--- config.mk ---
export PLATFORM = sky130hd
export DESIGN_NAME = aes_spi_slave
export DESIGN_NICKNAME = d
export VERILOG_FILES = /design/src/rtl/aes_spi_slave.sv
export SDC_FILE = /design/constraint.sdc
export NUM_CORES = 2
export LEC_CHECK = 0
export ABC_AREA = 1
export BUFFER_PORTS_ARGS = -buffer_cell sky130_fd_sc_hd__clkbuf_2
export CELL_PAD_IN_SITES_DETAIL_PLACEMENT = 0
export CELL_PAD_IN_SITES_GLOBAL_PLACEMENT = 1
export CORE_ASPECT_RATIO = 0.75
export CORE_UTILIZATION = 45
export DETAILED_ROUTE_END_ITERATION = 10
export MAX_ROUTING_LAYER = met4
export PLACE_DENSITY = 0.93
export SLEW_MARGIN = 30
export SYNTH_ARGS = -nofsm -noshare
export SYNTH_HDL_FRONTEND = slang
export SYNTH_SLANG_ARGS = --single-unit
--- constraint.sdc ---
create_clock -name clk -period 3.65 [get_ports clk]
set_input_delay 0.73 -clock clk [delete_from_list [all_inputs] [get_ports clk]]
set_output_delay 0.73 -clock clk [all_outputs]
set_load 0.02 [all_outputs]
--- src/rtl/aes_spi_slave.sv ---
// SPI mode-0 slave in front of an AES core: receives block and key, starts the core,
// and returns the core result in a later chip-select frame.
module aes_spi_slave #(
    parameter int unsigned SYNC_STAGES = 2,
    parameter int unsigned DATA_W      = 128
) (
    input  logic              clk,
    input  logic              reset,
    input  logic [1:0]        Nk_val,
    input  logic              sclk,
    input  logic              cs_n,
    input  logic              mosi,
    output logic              miso,
    output logic              core_start,
    output logic [DATA_W-1:0] core_data_in,
    output logic [255:0]      core_key_in,
    input  logic              core_done,
    input  logic [DATA_W-1:0] core_data_out,
    output logic              result_ready,
    output logic              frame_err
);
    localparam int unsigned KEY_W = 256;
    localparam int unsigned CNT_W = 8;

    typedef enum logic [2:0] {
        IDLE, RX_DATA, RX_KEY, WAIT_CS, BUSY, TX, TX_END, IGNORE
    } state_t;

    state_t             state;
    logic [CNT_W-1:0]   bit_cnt;
    logic [1:0]         nk;
    logic [DATA_W-1:0]  data_sr;
    logic [KEY_W-1:0]   key_sr;
    logic [DATA_W-1:0]  tx_reg;
    logic [DATA_W-1:0]  tx_sr;

    logic [SYNC_STAGES-1:0] sclk_sync;
    logic [SYNC_STAGES-1:0] cs_sync;
    logic [SYNC_STAGES-1:0] mosi_sync;
    logic                   sclk_q;
    logic                   cs_q;

    // Synchronisers are left unreset so a reset never fabricates an SPI edge.
    always_ff @(posedge clk) begin
        sclk_sync <= {sclk_sync[SYNC_STAGES-2:0], sclk};
        cs_sync   <= {cs_sync[SYNC_STAGES-2:0], cs_n};
        mosi_sync <= {mosi_sync[SYNC_STAGES-2:0], mosi};
        sclk_q    <= sclk_sync[SYNC_STAGES-1];
        cs_q      <= cs_sync[SYNC_STAGES-1];
    end

    logic sclk_s, cs_s, mosi_s;
    logic sclk_rise, sclk_fall, cs_fall, cs_rise;

    assign sclk_s    = sclk_sync[SYNC_STAGES-1];
    assign cs_s      = cs_sync[SYNC_STAGES-1];
    assign mosi_s    = mosi_sync[SYNC_STAGES-1];
    assign sclk_rise = sclk_s & ~sclk_q;
    assign sclk_fall = ~sclk_s & sclk_q;
    assign cs_fall   = ~cs_s & cs_q;
    assign cs_rise   = cs_s & ~cs_q;

    logic [CNT_W-1:0] key_last;
    logic [KEY_W-1:0] key_aligned;

    // Key bits arrive right-aligned in the shift register; left-align for the core.
    always_comb begin
        key_last    = CNT_W'(255);
        key_aligned = key_sr;
        case (nk)
            2'b00: begin
                key_last    = CNT_W'(127);
                key_aligned = {key_sr[127:0], 128'b0};
            end
            2'b01: begin
                key_last    = CNT_W'(191);
                key_aligned = {key_sr[191:0], 64'b0};
            end
            default: ;
        endcase
    end

    always_ff @(posedge clk) begin
        if (reset) begin
            state        <= IDLE;
            bit_cnt      <= '0;
            nk           <= '0;
            data_sr      <= '0;
            key_sr       <= '0;
            tx_reg       <= '0;
            tx_sr        <= '0;
            miso         <= 1'b0;
            core_start   <= 1'b0;
            core_data_in <= '0;
            core_key_in  <= '0;
            result_ready <= 1'b0;
            frame_err    <= 1'b0;
        end else begin
            core_start <= 1'b0;
            frame_err  <= 1'b0;
            case (state)
                IDLE: begin
                    if (cs_fall) begin
                        bit_cnt <= '0;
                        nk      <= Nk_val;
                        if (result_ready) begin
                            state <= TX;
                            tx_sr <= tx_reg;
                            miso  <= tx_reg[DATA_W-1];
                        end else if (Nk_val == 2'b11) begin
                            frame_err <= 1'b1;
                            state     <= IGNORE;
                        end else begin
                            state <= RX_DATA;
                        end
                    end
                end
                RX_DATA: begin
                    if (cs_rise) begin
                        frame_err <= 1'b1;
                        state     <= IDLE;
                    end else if (sclk_rise) begin
                        data_sr <= {data_sr[DATA_W-2:0], mosi_s};
                        if (bit_cnt == CNT_W'(DATA_W - 1)) begin
                            bit_cnt <= '0;
                            state   <= RX_KEY;
                        end else begin
                            bit_cnt <= bit_cnt + CNT_W'(1);
                        end
                    end
                end
                RX_KEY: begin
                    if (cs_rise) begin
                        frame_err <= 1'b1;
                        state     <= IDLE;
                    end else if (sclk_rise) begin
                        key_sr <= {key_sr[KEY_W-2:0], mosi_s};
                        if (bit_cnt == key_last) begin
                            bit_cnt <= '0;
                            state   <= WAIT_CS;
                        end else begin
                            bit_cnt <= bit_cnt + CNT_W'(1);
                        end
                    end
                end
                WAIT_CS: begin
                    if (cs_rise) begin
                        core_data_in <= data_sr;
                        core_key_in  <= key_aligned;
                        core_start   <= 1'b1;
                        state        <= BUSY;
                    end
                end
                BUSY: begin
                    if (cs_fall) begin
                        frame_err <= 1'b1;
                    end
                    if (core_done) begin
                        tx_reg       <= core_data_out;
                        result_ready <= 1'b1;
                        state        <= IDLE;
                    end
                end
                TX: begin
                    if (cs_rise) begin
                        frame_err <= 1'b1;
                        miso      <= 1'b0;
                        state     <= IDLE;
                    end else if (sclk_fall) begin
                        tx_sr <= tx_sr << 1;
                        miso  <= tx_sr[DATA_W-2];
                    end else if (sclk_rise) begin
                        // The master has sampled one more bit on this rising edge.
                        if (bit_cnt == CNT_W'(DATA_W - 1)) begin
                            bit_cnt <= '0;
                            state   <= TX_END;
                        end else begin
                            bit_cnt <= bit_cnt + CNT_W'(1);
                        end
                    end
                end
                TX_END: begin
                    if (cs_rise) begin
                        result_ready <= 1'b0;
                        miso         <= 1'b0;
                        state        <= IDLE;
                    end
                end
                IGNORE: begin
                    if (cs_rise) begin
                        state <= IDLE;
                    end
                end
                default: state <= IDLE;
            endcase
        end
    end
endmodule

## Word-level counts from Yosys, hierarchy flattened

Cells that the tools add are included.

- Bits in registers: 1,048
- Bits of input ports: 136
- Output and inout port bits: 388
- Word-level logic and storage cells: 127

- Add/sub/neg operators: 1
- Equal/unequal tests: 31
- Mux-type cells: 48
- Bitwise logic cells: 10
- Reductions and logical operators: 19

Operator list:

| kind | count |
|---|---|
| 256-bit one-hot mux with 2 select lines | 1 |
| 127-bit two-way mux | 4 |
| 127-bit one-hot mux with 2 select lines | 1 |
| 8-bit two-way mux | 9 |
| 3-bit two-way mux | 16 |
| 8-bit one-hot mux with 4 select lines | 1 |
| 3-bit != test (second input constant) | 8 |
| 2-bit != test (second input constant) | 11 |
| 3-bit one-hot mux with 7 select lines | 1 |
| 8-bit one-hot mux with 2 select lines | 1 |
| 3-bit equality test (second input constant) | 4 |
| 1-bit two-way mux | 11 |
| 11-bit AND reduction | 1 |
| 5-bit AND reduction | 2 |
| 3-bit AND reduction | 3 |
| 8-bit by 1-bit adder with 8-bit output (second input constant) | 1 |
| 8-bit by 7-bit equality test with 1-bit output (second input constant) | 1 |
| 8-bit equality test | 1 |
| 7-bit AND reduction | 1 |
| 3-bit by 2-bit equality test with 1-bit output (second input constant) | 2 |
| 1-bit NOT | 6 |
| 1-bit one-hot mux with 3 select lines | 2 |
| 2-bit AND reduction | 3 |
| 1-bit bitwise AND | 4 |
| other kinds (12) | 14 |

## Longest topological paths before layout

- Word-level depth: 7
- Mapped depth: 13

## Worst setup path before layout

OpenSTA, ideal clock, no wires.

- Path type: input to register
- Start point: in reset
- End point: reg tx_reg[100]
- Arrival: 1.911 ns
- Slack: 1.669 ns
- Stages on the path: 7
- Path through: clkbuf_1 > inv_1 > clkbuf_1 > clkbuf_1 > clkbuf_1 > o21ai_0 > a21oi_1

RTL lines:

| element | RTL line | RTL |
|---|---|---|
| start: declaration | 8 | `input logic reset,` |
| end signal: assignment | 159 | `tx_reg <= core_data_out;` |
| end: declaration | 34 | `logic [DATA_W-1:0] tx_reg;` |

## Worst setup path in the final report

- Start point: reg state[2]
- End point: reg tx_sr[77]

- Word-level cells in the longest chain between the ends: 3
- Elaborated cells between the ends (all ways): 9
- Those cells by class: eq/ne (5); mux (1); reduce/logical (3)

Ends and longest elaborated chain:

| element | RTL line | RTL |
|---|---|---|
| start: declaration | 29 | `state_t state;` |
| start signal: assignment | 85 | `state <= IDLE;` |
| start signal: assignment | 107 | `state <= TX;` |
| start signal: assignment | 112 | `state <= IGNORE;` |
| 3-bit equality test / 3-bit zero test (equally long branches) | 101 | `case (state)` |
| 2-bit != test (no source line) / 2-bit nonzero test (equally long branches) | -- |  |
| 5-bit AND reduction (no source line) | -- |  |
| end signal: assignment | 108 | `tx_sr <= tx_reg;` |
| end signal: assignment | 170 | `tx_sr <= tx_sr << 1;` |
| end: declaration | 35 | `logic [DATA_W-1:0] tx_sr;` |

Several ways; a longest one is shown, not always the timed one.
A chain may end at the register's enable or synchronous reset.

==> impl_metrics.tcl <==
set metrics [dict create \
    status "complete, no violations" \
    synth_top_area_share_pct 52.87 \
    syn_area_sq_mm 0.03968 \
    cts_buffers 103 \
    arrival_ns 3.51 \
    drv_slew 0 \
    io_pins 524 \
    finalNetCount 5633 \
    syn2layout_area_growth_pct 16.93 \
    start_kind "flip-flop" \
    port_buffers 523 \
    mappedNetlistNets 5385 \
    dp_cells 6530 \
    dieWidth_um 344.9 \
    dieArea_sq_mm 0.08939 \
    first_iter_violations 2929 \
    htree_levels 3 \
    post-cts-setup-buffers 0 \
    first_pass_iters 6 \
    place_ws_ns 0.7494 \
    max_stage_delay_ns 0.51 \
    power.leakage_nw 18.13 \
    yosysUniqueCellTypes 30 \
    post_cts_resized 0 \
    rows 93 \
    wl_per_cell_um 16.48 \
    grt_pass1_vias 32184 \
    grt_max_degree 228 \
    finalSetupTns_ns 0 \
    drtAntennaViolNets 0 \
    max-slew-margin-rel_pct 30.94 \
    clk_pin_slew_ns 0.06 \
    synth.ff_latch_count 1048 \
    vias_per_cell 5.282 \
    grt_usage_pct 24.36 \
    cts_sinks 1048 \
    fin_worst_skew_ns 0.03271 \
    final_cell_area_sq_mm 0.04640 \
    cpMaxStageDelayCell "dfxtp_1" \
    finalPower_mw 31.03 \
    setup_viol 0 \
    cp_top_family "simple AND/OR/NAND/NOR gates" \
    ctsHoldBuffers 0 \
    crit_chain "nand3_1, nor2_1, nor2_1, nand2_4, clkinv_2, buf_12, nor2_1, nor2_1" \
    r2r_slack_ns 0.68 \
    tightest_slew_ns 1.036 \
    cts_buffer_depth 3 \
    worst_slack_ns 0.6751 \
    die_height_um 259.2 \
    hp-class "primary input to flip-flop" \
    drc 0 \
    min_period_over_period_pct 81.50 \
    synth.area.top_cells "dfxtp_1 (53%), o21ai_0 (13%), nor2_1 (13%)" \
    yosysSeqAreaShare_pct 52.87 \
    finalNonFillerCells 6728 \
    rsz0062_at_grt "no" \
    drt-total-wl_um 110900 \
    drive_above_1_share_pct 13.96 \
    synthCells 5248 \
    grt-ovfl-total 0 \
    cp.required_ns 4.19 \
    fmax_mhz 336.1 \
    cts_tree "built" \
    whs_ns 0.1689 \
    placed_area_sq_mm 0.04266 \
    cts-root-buf "clkbuf_16" \
    path_class "flip-flop to flip-flop" \
    worstSetupEndpointType "flip-flop" \
    place_congestion 0.8499 \
    yosys.area.top_type "dfxtp_1" \
    dp_hpwl_um 67010 \
    antenna_found_initial 1 \
    maxCapViolCount 0 \
    powerDensity_mw_per_mm2 668.8 \
    yosysWarnings 0 \
    hold_viol 0 \
    syn-mean-instance-area_sq_um 7.562 \
    grt_pass1_wl_um 174100 \
    clk_latency_ns 0.67 \
    finish.utilization_pct 53.60 \
    vias 35537 \
    fin_crit_ns 2.975 \
    reg.largest.list "core_key_in x256, key_sr x256" \
    critPathBufInv 2 \
    cpMostUsedCell "nor2_1" \
    crit_fanout 73 \
    core_area_sq_mm 0.08657 \
    start_util_pct 45.84 \
    irDropWorstVdd_uv 550.7 \
]
-- per-layer routing --
metal | GRT usage, % | share of wire [%] | vias up
li1 | - | - | 17853
met1 | 33.73 | 47 | 16603
met2 | 35.50 | 44 | 891
met3 | 4.408 | 5.8 | 190
met4 | 8.407 | 3.0 | 0
met5 | - | 0 | -
-- power breakdown --
| group | leakage [nW] | switching, mW | internal (mW) | total (mW) |
|---|---|---|---|---|
| sequential | 8.48 | 0.826 | 12.8 | 13.6 |
| clock | 1.83 | 4.71 | 6.78 | 11.5 |
| combinational | 7.82 | 4.14 | 1.83 | 5.96 |
| total | 18.1 | 9.67 | 21.4 | 31.0 |
-- logic make-up (layout without fill, tap and decap cells) --
kind of cell / count (synthesis) / count (layout) / synth area share (%)
and+or+nand+nor: 2109 / 2109 / 20.31
other: 0 / 1 / 0
xor gates and xnor gates: 2 / 2 / 0.04415
adders and majority gates: 1 / 1 / 0.03152
buffers and inverters: 590 / 929 / 6.009
DFF: 1048 / 1048 / 52.87
AOI/OAI and AO/OA: 1498 / 1498 / 20.73
-- cell type report --
cell class	count	area, sq um
fillers	8231	40170
flip-flops and latches	1048	20980
multi-input cells	3610	16360
repair buffers	574	3286
clock buffers	140	2988
well taps	1140	1426
clock inverters	56	720.7
inverters	159	633.1
diodes	1	2.502
-- cells in the mapped netlist --
cell type and n:
a211oi_1 1, nand3b_1 3, ha_1 1, nor3_1 2, o22ai_1 1, nor2_1 1380
o21ai_1 52, a221oi_1 64, buf_4 9, xor2_1 1, clkbuf_1 310, nand3_1 83
nand2_1 634, or2_0 1, o21a_1 1, inv_1 154, o21bai_1 1, or2_2 2
xnor2_1 1, buf_2 108, o21ai_0 1042, clkbuf_2 1, nand2_2 2, dfxtp_1 1048
a31oi_1 1, inv_2 5, nor2_4 2, a41oi_1 128, a21oi_1 207, buf_1 3
-- placed cells by master (no fill, tap or decap), drive strengths merged --
master,count
nand2,636
ha,1
nor2,1382
nor3,2
a41oi,128
clkinvlp,8
bufinv,14
o21bai,1
or2,3
xnor2,1
o21ai,1094
a21oi,207
inv,167
nand3,83
dfxtp,1048
xor2,1
diode,1
buf,52
clkbuf,662
a31oi,1
a221oi,64
o21a,1
nand3b,3
a211oi,1
clkinv,26
o22ai,1
-- path summary, 6_finish.rpt --
path | start | to | cells past startpoint
worst min-delay path | mosi | mosi_sync[0] | 1
worst min register to register | cs_sync[0] | cs_sync[1] | 0
worst max-delay path | state[2] | tx_sr[77] | 8
worst max register to register | state[2] | tx_sr[77] | 8
Note: power is estimated with default switching activity, not from simulation.
